**config.mk**
```make
export PLATFORM = sky130hd
export DESIGN_NAME = stopwatch_core
export DESIGN_NICKNAME = d
export VERILOG_FILES = /design/src/rtl/stopwatch_core.sv
export SDC_FILE = /design/constraint.sdc
export NUM_CORES = 1
export LEC_CHECK = 0
export BUFFER_PORTS_ARGS = -buffer_cell sky130_fd_sc_hd__clkbuf_2
export CORE_MARGIN = 5
export CORE_UTILIZATION = 30
export DETAILED_ROUTE_END_ITERATION = 10
export PLACE_DENSITY = 0.58
export SLEW_MARGIN = 10
export SYNTH_ARGS = -nofsm -noshare
export SYNTH_HDL_FRONTEND = slang
export SYNTH_SLANG_ARGS = --single-unit
```
**constraint.sdc**
```tcl
create_clock -name clk -period 2.4 [get_ports clk]
set_input_delay 0.36 -clock clk [delete_from_list [all_inputs] [get_ports clk]]
set_output_delay 0.36 -clock clk [all_outputs]
set_load 0.02 [all_outputs]
```
**src/rtl/stopwatch_core.sv**
```systemverilog
// Stopwatch timekeeping stage: turns the divider's 10 Hz square wave into tenth-second
// ticks, runs start/stop/lap/clear control and keeps an MM:SS.t BCD count with lap freeze.
module stopwatch_core #(
    parameter int unsigned SYNC_STAGES  = 2,
    parameter int unsigned MAX_MIN_TENS = 5
) (
    input  logic       clk,
    input  logic       reset,
    input  logic       tick_10hz_in,
    input  logic       start_stop,
    input  logic       lap,
    input  logic       clear,
    output logic [3:0] d_tenths,
    output logic [3:0] d_sec_ones,
    output logic [3:0] d_sec_tens,
    output logic [3:0] d_min_ones,
    output logic [3:0] d_min_tens,
    output logic       running,
    output logic       lap_active,
    output logic       rollover
);
    localparam int unsigned DW = 4;
    localparam logic [DW-1:0] MIN_TENS_MAX = DW'(MAX_MIN_TENS);

    typedef enum logic [1:0] {
        S_IDLE    = 2'd0,
        S_RUNNING = 2'd1,
        S_PAUSED  = 2'd2,
        S_LAP     = 2'd3
    } state_e;

    typedef struct packed {
        logic [DW-1:0] min_tens;
        logic [DW-1:0] min_ones;
        logic [DW-1:0] sec_tens;
        logic [DW-1:0] sec_ones;
        logic [DW-1:0] tenths;
    } bcd_t;

    logic [SYNC_STAGES-1:0] sync_q;
    logic                   sync_prev_q;
    logic                   tick_c;

    state_e state_q, state_d;
    bcd_t   count_q, count_d;
    bcd_t   snap_q;
    bcd_t   disp_c;
    logic   rollover_q, rollover_d;
    logic   snap_en_c;
    logic   zero_c;
    logic   count_en_c;

    // Synchroniser chain plus edge flop; tick is the rising edge of the synced wave
    always_ff @(posedge clk or posedge reset) begin
        if (reset) begin
            sync_q      <= '0;
            sync_prev_q <= 1'b0;
        end else begin
            sync_q      <= {sync_q[SYNC_STAGES-2:0], tick_10hz_in};
            sync_prev_q <= sync_q[SYNC_STAGES-1];
        end
    end

    assign tick_c = sync_q[SYNC_STAGES-1] & ~sync_prev_q;

    always_ff @(posedge clk or posedge reset) begin
        if (reset) begin
            state_q    <= S_IDLE;
            count_q    <= '0;
            snap_q     <= '0;
            rollover_q <= 1'b0;
        end else begin
            state_q    <= state_d;
            count_q    <= count_d;
            rollover_q <= rollover_d;
            if (snap_en_c) begin
                snap_q <= count_q;
            end
        end
    end

    // Control: clear beats start_stop beats lap; counting uses the pre-transition state
    always_comb begin
        state_d    = state_q;
        snap_en_c  = 1'b0;
        zero_c     = 1'b0;
        count_en_c = tick_c & ((state_q == S_RUNNING) | (state_q == S_LAP));
        case (state_q)
            S_IDLE: begin
                if (start_stop) begin
                    state_d = S_RUNNING;
                end
            end
            S_RUNNING: begin
                if (start_stop) begin
                    state_d = S_PAUSED;
                end else if (lap) begin
                    state_d   = S_LAP;
                    snap_en_c = 1'b1;
                end
            end
            S_LAP: begin
                if (start_stop) begin
                    state_d = S_PAUSED;
                end else if (lap) begin
                    state_d = S_RUNNING;
                end
            end
            S_PAUSED: begin
                if (clear) begin
                    state_d = S_IDLE;
                    zero_c  = 1'b1;
                end else if (start_stop) begin
                    state_d = S_RUNNING;
                end
            end
            default: state_d = S_IDLE;
        endcase
    end

    // BCD ripple increment with wrap at MAX_MIN_TENS 9:59.9
    always_comb begin
        count_d    = count_q;
        rollover_d = 1'b0;
        if (zero_c) begin
            count_d = '0;
        end else if (count_en_c) begin
            if (count_q.tenths != 4'd9) begin
                count_d.tenths = count_q.tenths + 4'd1;
            end else begin
                count_d.tenths = '0;
                if (count_q.sec_ones != 4'd9) begin
                    count_d.sec_ones = count_q.sec_ones + 4'd1;
                end else begin
                    count_d.sec_ones = '0;
                    if (count_q.sec_tens != 4'd5) begin
                        count_d.sec_tens = count_q.sec_tens + 4'd1;
                    end else begin
                        count_d.sec_tens = '0;
                        if (count_q.min_ones != 4'd9) begin
                            count_d.min_ones = count_q.min_ones + 4'd1;
                        end else begin
                            count_d.min_ones = '0;
                            if (count_q.min_tens != MIN_TENS_MAX) begin
                                count_d.min_tens = count_q.min_tens + 4'd1;
                            end else begin
                                count_d.min_tens = '0;
                                rollover_d       = 1'b1;
                            end
                        end
                    end
                end
            end
        end
    end

    assign disp_c     = (state_q == S_LAP) ? snap_q : count_q;
    assign d_tenths   = disp_c.tenths;
    assign d_sec_ones = disp_c.sec_ones;
    assign d_sec_tens = disp_c.sec_tens;
    assign d_min_ones = disp_c.min_ones;
    assign d_min_tens = disp_c.min_tens;
    assign running    = (state_q == S_RUNNING) | (state_q == S_LAP);
    assign lap_active = (state_q == S_LAP);
    assign rollover   = rollover_q;

endmodule

```
==> flow_metrics.tcl, run 1 <==
set metrics [dict create \
    status "completed" \
    rrSetupSlack_ps 370 \
    cts_tree "yes" \
    fin_crit_ps 2040 \
    ys.flop_type "dfrtp_1" \
    startpoint_type "register" \
    report.final.slew_viol_count 0 \
    hold_class "primary input to register" \
    setup_viol 0 \
    slowest_delay_ps 520 \
    cp_top_family "buffers and inverters" \
    routed_via_density 4.95 \
    dr.first_iter.drc_count 97 \
    setup.worst_path.end "d_tenths[1]" \
    fin_skew_ps 6.25 \
    synth_area_um2 2410 \
    crit_fanout 11 \
    antenna_found_initial 0 \
    dp_hpwl_um 3540 \
    netlist_instances 221 \
    p_leak_nw 1.34 \
    drcViolationCount 0 \
    synth_edf_count 0 \
    overflow 0 \
    p_per_area_nw_per_um2 686 \
    drv_cap 0 \
    place.gp.congestion 0.791 \
    tightestPinTransition_ps 591 \
    hold_viol 0 \
    cts_made_buffers 5 \
    portBuffers 28 \
    clockBufferDepth 2 \
    cts_setup_buffers 0 \
    htree_levels 2 \
    yosys.area.top_type "dfrtp_1" \
    cp.arrival_ps 1680 \
    relSlewSlack 0.606 \
    grt_pass1_vias 1767 \
    worst-path-stages 5 \
    ys_seq_area_frac 0.477 \
    wl_um 5090 \
    ant_nets 0 \
    num_rows 32 \
    cts_root_buffer "clkbuf_8" \
    fin_nets 266 \
    syn_area_per_cell_um2 10.9 \
    crit_path_top_delay_cell "dfrtp_1" \
    core-area_um2 7770 \
    chipWidth_um 99.7 \
    grt_max_degree 47 \
    start_util 0.310 \
    endpoint_kind "primary output" \
    syn_nets 237 \
    ys_seq_elements 46 \
    vias 1747 \
    drive_above_1_share 0.323 \
    synth-async-reset-ratio 1.00 \
    yosysUniqueCellTypes 34 \
    finalCritPeriodShare 0.850 \
    worst-path-buf-inv 2 \
    diodes 0 \
    yosysTopAreaCellShare 0.477 \
    grt_pass1_wl_um 8740 \
    yosysWarnings 0 \
    worstSetupPathType "register to primary output" \
    irDropWorstVdd_mv 0.269 \
    hold_buffers 0 \
    critical_path.reg2reg.startpoint "count_q[5]" \
    die_h_um 99.7 \
    synth_top_cells_by_area "dfrtp_1, mux2_2, ha_1" \
    finalSetupTns_ps 0 \
    ctsResizeCount 0 \
    power_w 0.00188 \
    clock-sinks 46 \
    startpoint "state_q[0]" \
    rr_worst_depth 6 \
    dr.pass1.iters 4 \
    grt_use_total 0.111 \
    final_cell_mix "dfrtp_1, mux2_2, clkbuf_2" \
    crit_chain "nand2_1 > inv_1 > nand2_1 > o21ai_0 > clkbuf_2" \
    worst_r2r_endpoint "count_q[19]" \
    required_ps 2040 \
    dieArea_um2 9930 \
    num_io_pins 29 \
    clk_latency_ps 300 \
    grt_setup_unrepaired "false" \
    crit_top_cell "nand2_1" \
    clock.fmax_mhz 490 \
    nFillCells 802 \
    syn2layout_area_growth_pct 13.8 \
    wl_per_cell_um 14.4 \
    clk_pin_slew_worst_paths_ps 80 \
    final_common_cell "dfrtp_1" \
]
-- cells in the mapped netlist (all sizes together) (4+ instances only) --
library cell	number
or3	6
nand3	5
nor2	9
o21ai	18
clkbuf	5
and3b	8
or4	4
ha	10
nand2	21
dfrtp	46
a21oi	13
nand4	6
mux2	35
inv	8
buf	7
-- state kept, by name, summed over array words and instances (netlist names) --
signal	cells
count_q	20
snap_q	20
state_q	2
sync_q	2
rollover	1
sync_prev_q	1
-- worst min path at each step --
stage                  from  cells past startpoint         to
6_report       tick_10hz_in                      1  sync_q[0]
5_1_grt        tick_10hz_in                      1  sync_q[0]
4_1_cts        tick_10hz_in                      1  sync_q[0]
3_5_place_dp      sync_q[0]                      0  sync_q[1]
3_3_place_gp      sync_q[0]                      0  sync_q[1]
2_1_floorplan     sync_q[0]                      0  sync_q[1]
-- routing by layer --
| layer | global-route usage | vias to the layer above | routed length [um] |
|---|---|---|---|
| met2 | 0.170 | 34 | 2320 |
| met3 | 0.0281 | 7 | 203 |
| li1 | - | 851 | - |
| met5 | 0 | - | 0 |
| met1 | 0.154 | 855 | 2510 |
| met4 | 0.0326 | 0 | 52 |
-- cell type report --
cell class	instances	area, um2	area share
Clock buffer	7	86.3	0.0315
Clock inverter	1	5.00	0.00182
Inverter	8	30.0	0.0109
Multi-Input combinational cell	155	1160	0.422
Sequential cell	46	1150	0.420
Tap cell	102	128	0.0465
Timing Repair Buffer	34	185	0.0675
-- through the flow --
step	util	setup WS (ps)	hold WS, ps	area, um2	cells
after floorplan	-	459	331	2410	221
after global placement	0.341	466	335	2650	345
after global routing	0.353	169	158	2740	353
final	0.353	361	167	2740	353
after CTS	0.353	317	161	2740	353
after detailed placement	0.341	362	336	2650	345
-- power breakdown --
part | leakage (nW) | switching [W] | total [W] | internal, W
clock network | 0.0482 | 0.000261 | 0.000494 | 0.000233
registers | 0.624 | 0.0000988 | 0.000990 | 0.000891
logic | 0.664 | 0.000218 | 0.000399 | 0.000181
total | 1.34 | 0.000578 | 0.00188 | 0.00131
-- cells by family (layout without fill, tap and decap cells) --
family,Yosys count,after routing,synth area share
buffers and inverters,20,50,0.0420
multiplexers,37,37,0.172
adder cells (fa/ha/maj),10,10,0.0519
AO/OA/AOI/OAI,37,37,0.0856
AND/OR/NAND/NOR,70,70,0.168
XOR/XNOR,1,1,0.00363
flip-flops,46,46,0.477
(Power assumes the default switching activity.)
==> run 2: changes to the inputs <==
==> constraint.sdc (replaced) <==
create_clock -name clk -period 1.92 [get_ports clk]
set_input_delay 0.288 -clock clk [delete_from_list [all_inputs] [get_ports clk]]
set_output_delay 0.288 -clock clk [all_outputs]
set_load 0.02 [all_outputs]
==> run 2 against run 1 <==
  * Setup slack worse by 300 ps
  * Sequential power is 20% higher
  * Clock power up 78%
  * Register-to-register slack got worse by 280 ps
  * Hold slack worse by 85 ps
  * Largest power group unchanged
==> flow_metrics.tcl, run 2 (synthesis results as in run 1) <==
set metrics [dict create \
    portBuffers 28 \
    overflow 0 \
    grt_pass1_vias 1788 \
    p_per_area_nw_per_um2 900 \
    switchingPower_w 0.000786 \
    power_frac_clock 0.320 \
    final_common_cell "dfrtp_1" \
    cp_top_family "buffers and inverters" \
    worst-path-buf-inv 3 \
    slowest_delay_ps 430 \
    irDropWorstVdd_mv 0.294 \
    place.gp.congestion 0.773 \
    dp_hpwl_um 3680 \
    finalCritPeriodShare 0.970 \
    diodes 0 \
    setup_viol 0 \
    drive_above_1_share 0.402 \
    tightestPinTransition_ps 446 \
    syn2layout_area_growth_pct 26.2 \
    ant_nets 0 \
    fin_skew_ps 10.7 \
    top_regs "count_q x20, snap_q x20" \
    dr.pass1.iters 4 \
    wl_per_cell_um 14.7 \
    p_seq_frac 0.436 \
    endpoint_kind "primary output" \
    p_leak_nw 1.50 \
    antenna_found_initial 0 \
    clk_pin_slew_worst_paths_ps 90 \
    required_ps 1630 \
    clockBufferDepth 2 \
    final_area_um2 3040 \
    hold_class "primary input to register" \
    vias 1815 \
    clock.fmax_mhz 537 \
    grt_use_total 0.112 \
    drcViolationCount 0 \
    dr.first_iter.drc_count 58 \
    dp.cells 357 \
    clock-sinks 46 \
    crit_fanout 6 \
    chipWidth_um 99.7 \
    num_io_pins 29 \
    crit_path_top_delay_cell "dfrtp_1" \
    p_int_w 0.00195 \
    fin_nets 291 \
    dieArea_um2 9930 \
    die_h_um 99.7 \
    start_util 0.310 \
    routed_via_density 4.80 \
    fin_crit_ps 1860 \
    final_cell_mix "dfrtp_1, mux2_2, clkbuf_2, buf_4, nand2_1" \
    switching_share 0.287 \
    status "completed" \
    core-area_um2 7770 \
    clk_latency_ps 310 \
    cts_made_buffers 5 \
    num_rows 32 \
    post_dp_cell_area_um2 2770 \
    cts_root_buffer "clkbuf_8" \
    cp.arrival_ps 1570 \
    report.final.slew_viol_count 0 \
    grt_pass1_wl_um 8840 \
    htree_levels 2 \
    grt_max_degree 29 \
    crit_chain "nand2_2 > clkinvlp_4 > buf_12 > o21ai_0 > buf_2" \
    wl_um 5560 \
    relSlewSlack 0.702 \
    startpoint_type "register" \
    combPwrFrac 0.243 \
    drv_cap 0 \
    rrSetupSlack_ps 90 \
    cts_tree "yes" \
    grt_setup_unrepaired "true" \
    layoutNonFillerInstCount 378 \
    hold_viol 0 \
    worstSetupPathType "register to primary output" \
    post-route-util 0.392 \
]
## run 2: metal layers
layer  GRT usage  wire length [um]  vias up
li1            -                 -      899
met1       0.151              2720      877
met2       0.176              2530       34
met3      0.0288               266        5
met4      0.0347                42        0
met5           0                 0        -
## run 2: path summary, 6_finish.rpt
check,from,to,depth (start not counted)
hold reg to reg,sync_q[0],sync_q[1],0
setup / recovery,state_q[0],d_tenths[1],5
hold / removal,tick_10hz_in,sync_q[0],1
max in group asynchronous,reset,snap_q[13],4
min in group asynchronous,reset,snap_q[0],3
setup reg to reg,count_q[9],count_q[16],6
## run 2: final cells by class
type	instances	area [um2]
Tap cell	102	128
Inverter	8	33.8
Clock buffer	5	68.8
Multi-Input combinational cell	156	1180
Timing Repair Buffer	58	413
Fill cell	778	4720
Sequential cell	46	1150
Clock inverter	3	68.8
## run 2: stage by stage
stage | hold WS [ps] | setup slack (ps) | TNS (ps) | power, W
floorplan | 319 | 51.4 | 0 | 0.00160
CTS | 77.4 | 11.3 | 0 | 0.00271
global route | 65.9 | -25.9 | -102 | 0.00289
global placement | 304 | 93.8 | 0 | 0.00181
finish | 81.7 | 57.5 | 0 | 0.00274
detailed placement | 318 | 31.4 | 0 | 0.00182
## run 2: what timing repair did
item / in CTS / in global routing
gates resized for setup: 1 / 12
cloned: 0 / 1
hold buffers: 1 / 0
hold endpoints to repair: 18 / 0
setup endpoints to repair: 1 / 22
pin swaps: 0 / 3
buffers inserted: 0 / 11
## run 2: power by group through the flow
stage                     registers, W  clock network (W)  logic (W)
after floorplan                0.00121                  0   0.000385
after detailed placement       0.00122                  0   0.000608
after CTS                      0.00120           0.000898   0.000612
after global routing           0.00121           0.000937   0.000736
after global placement         0.00121                  0   0.000602
final                          0.00119           0.000878   0.000667
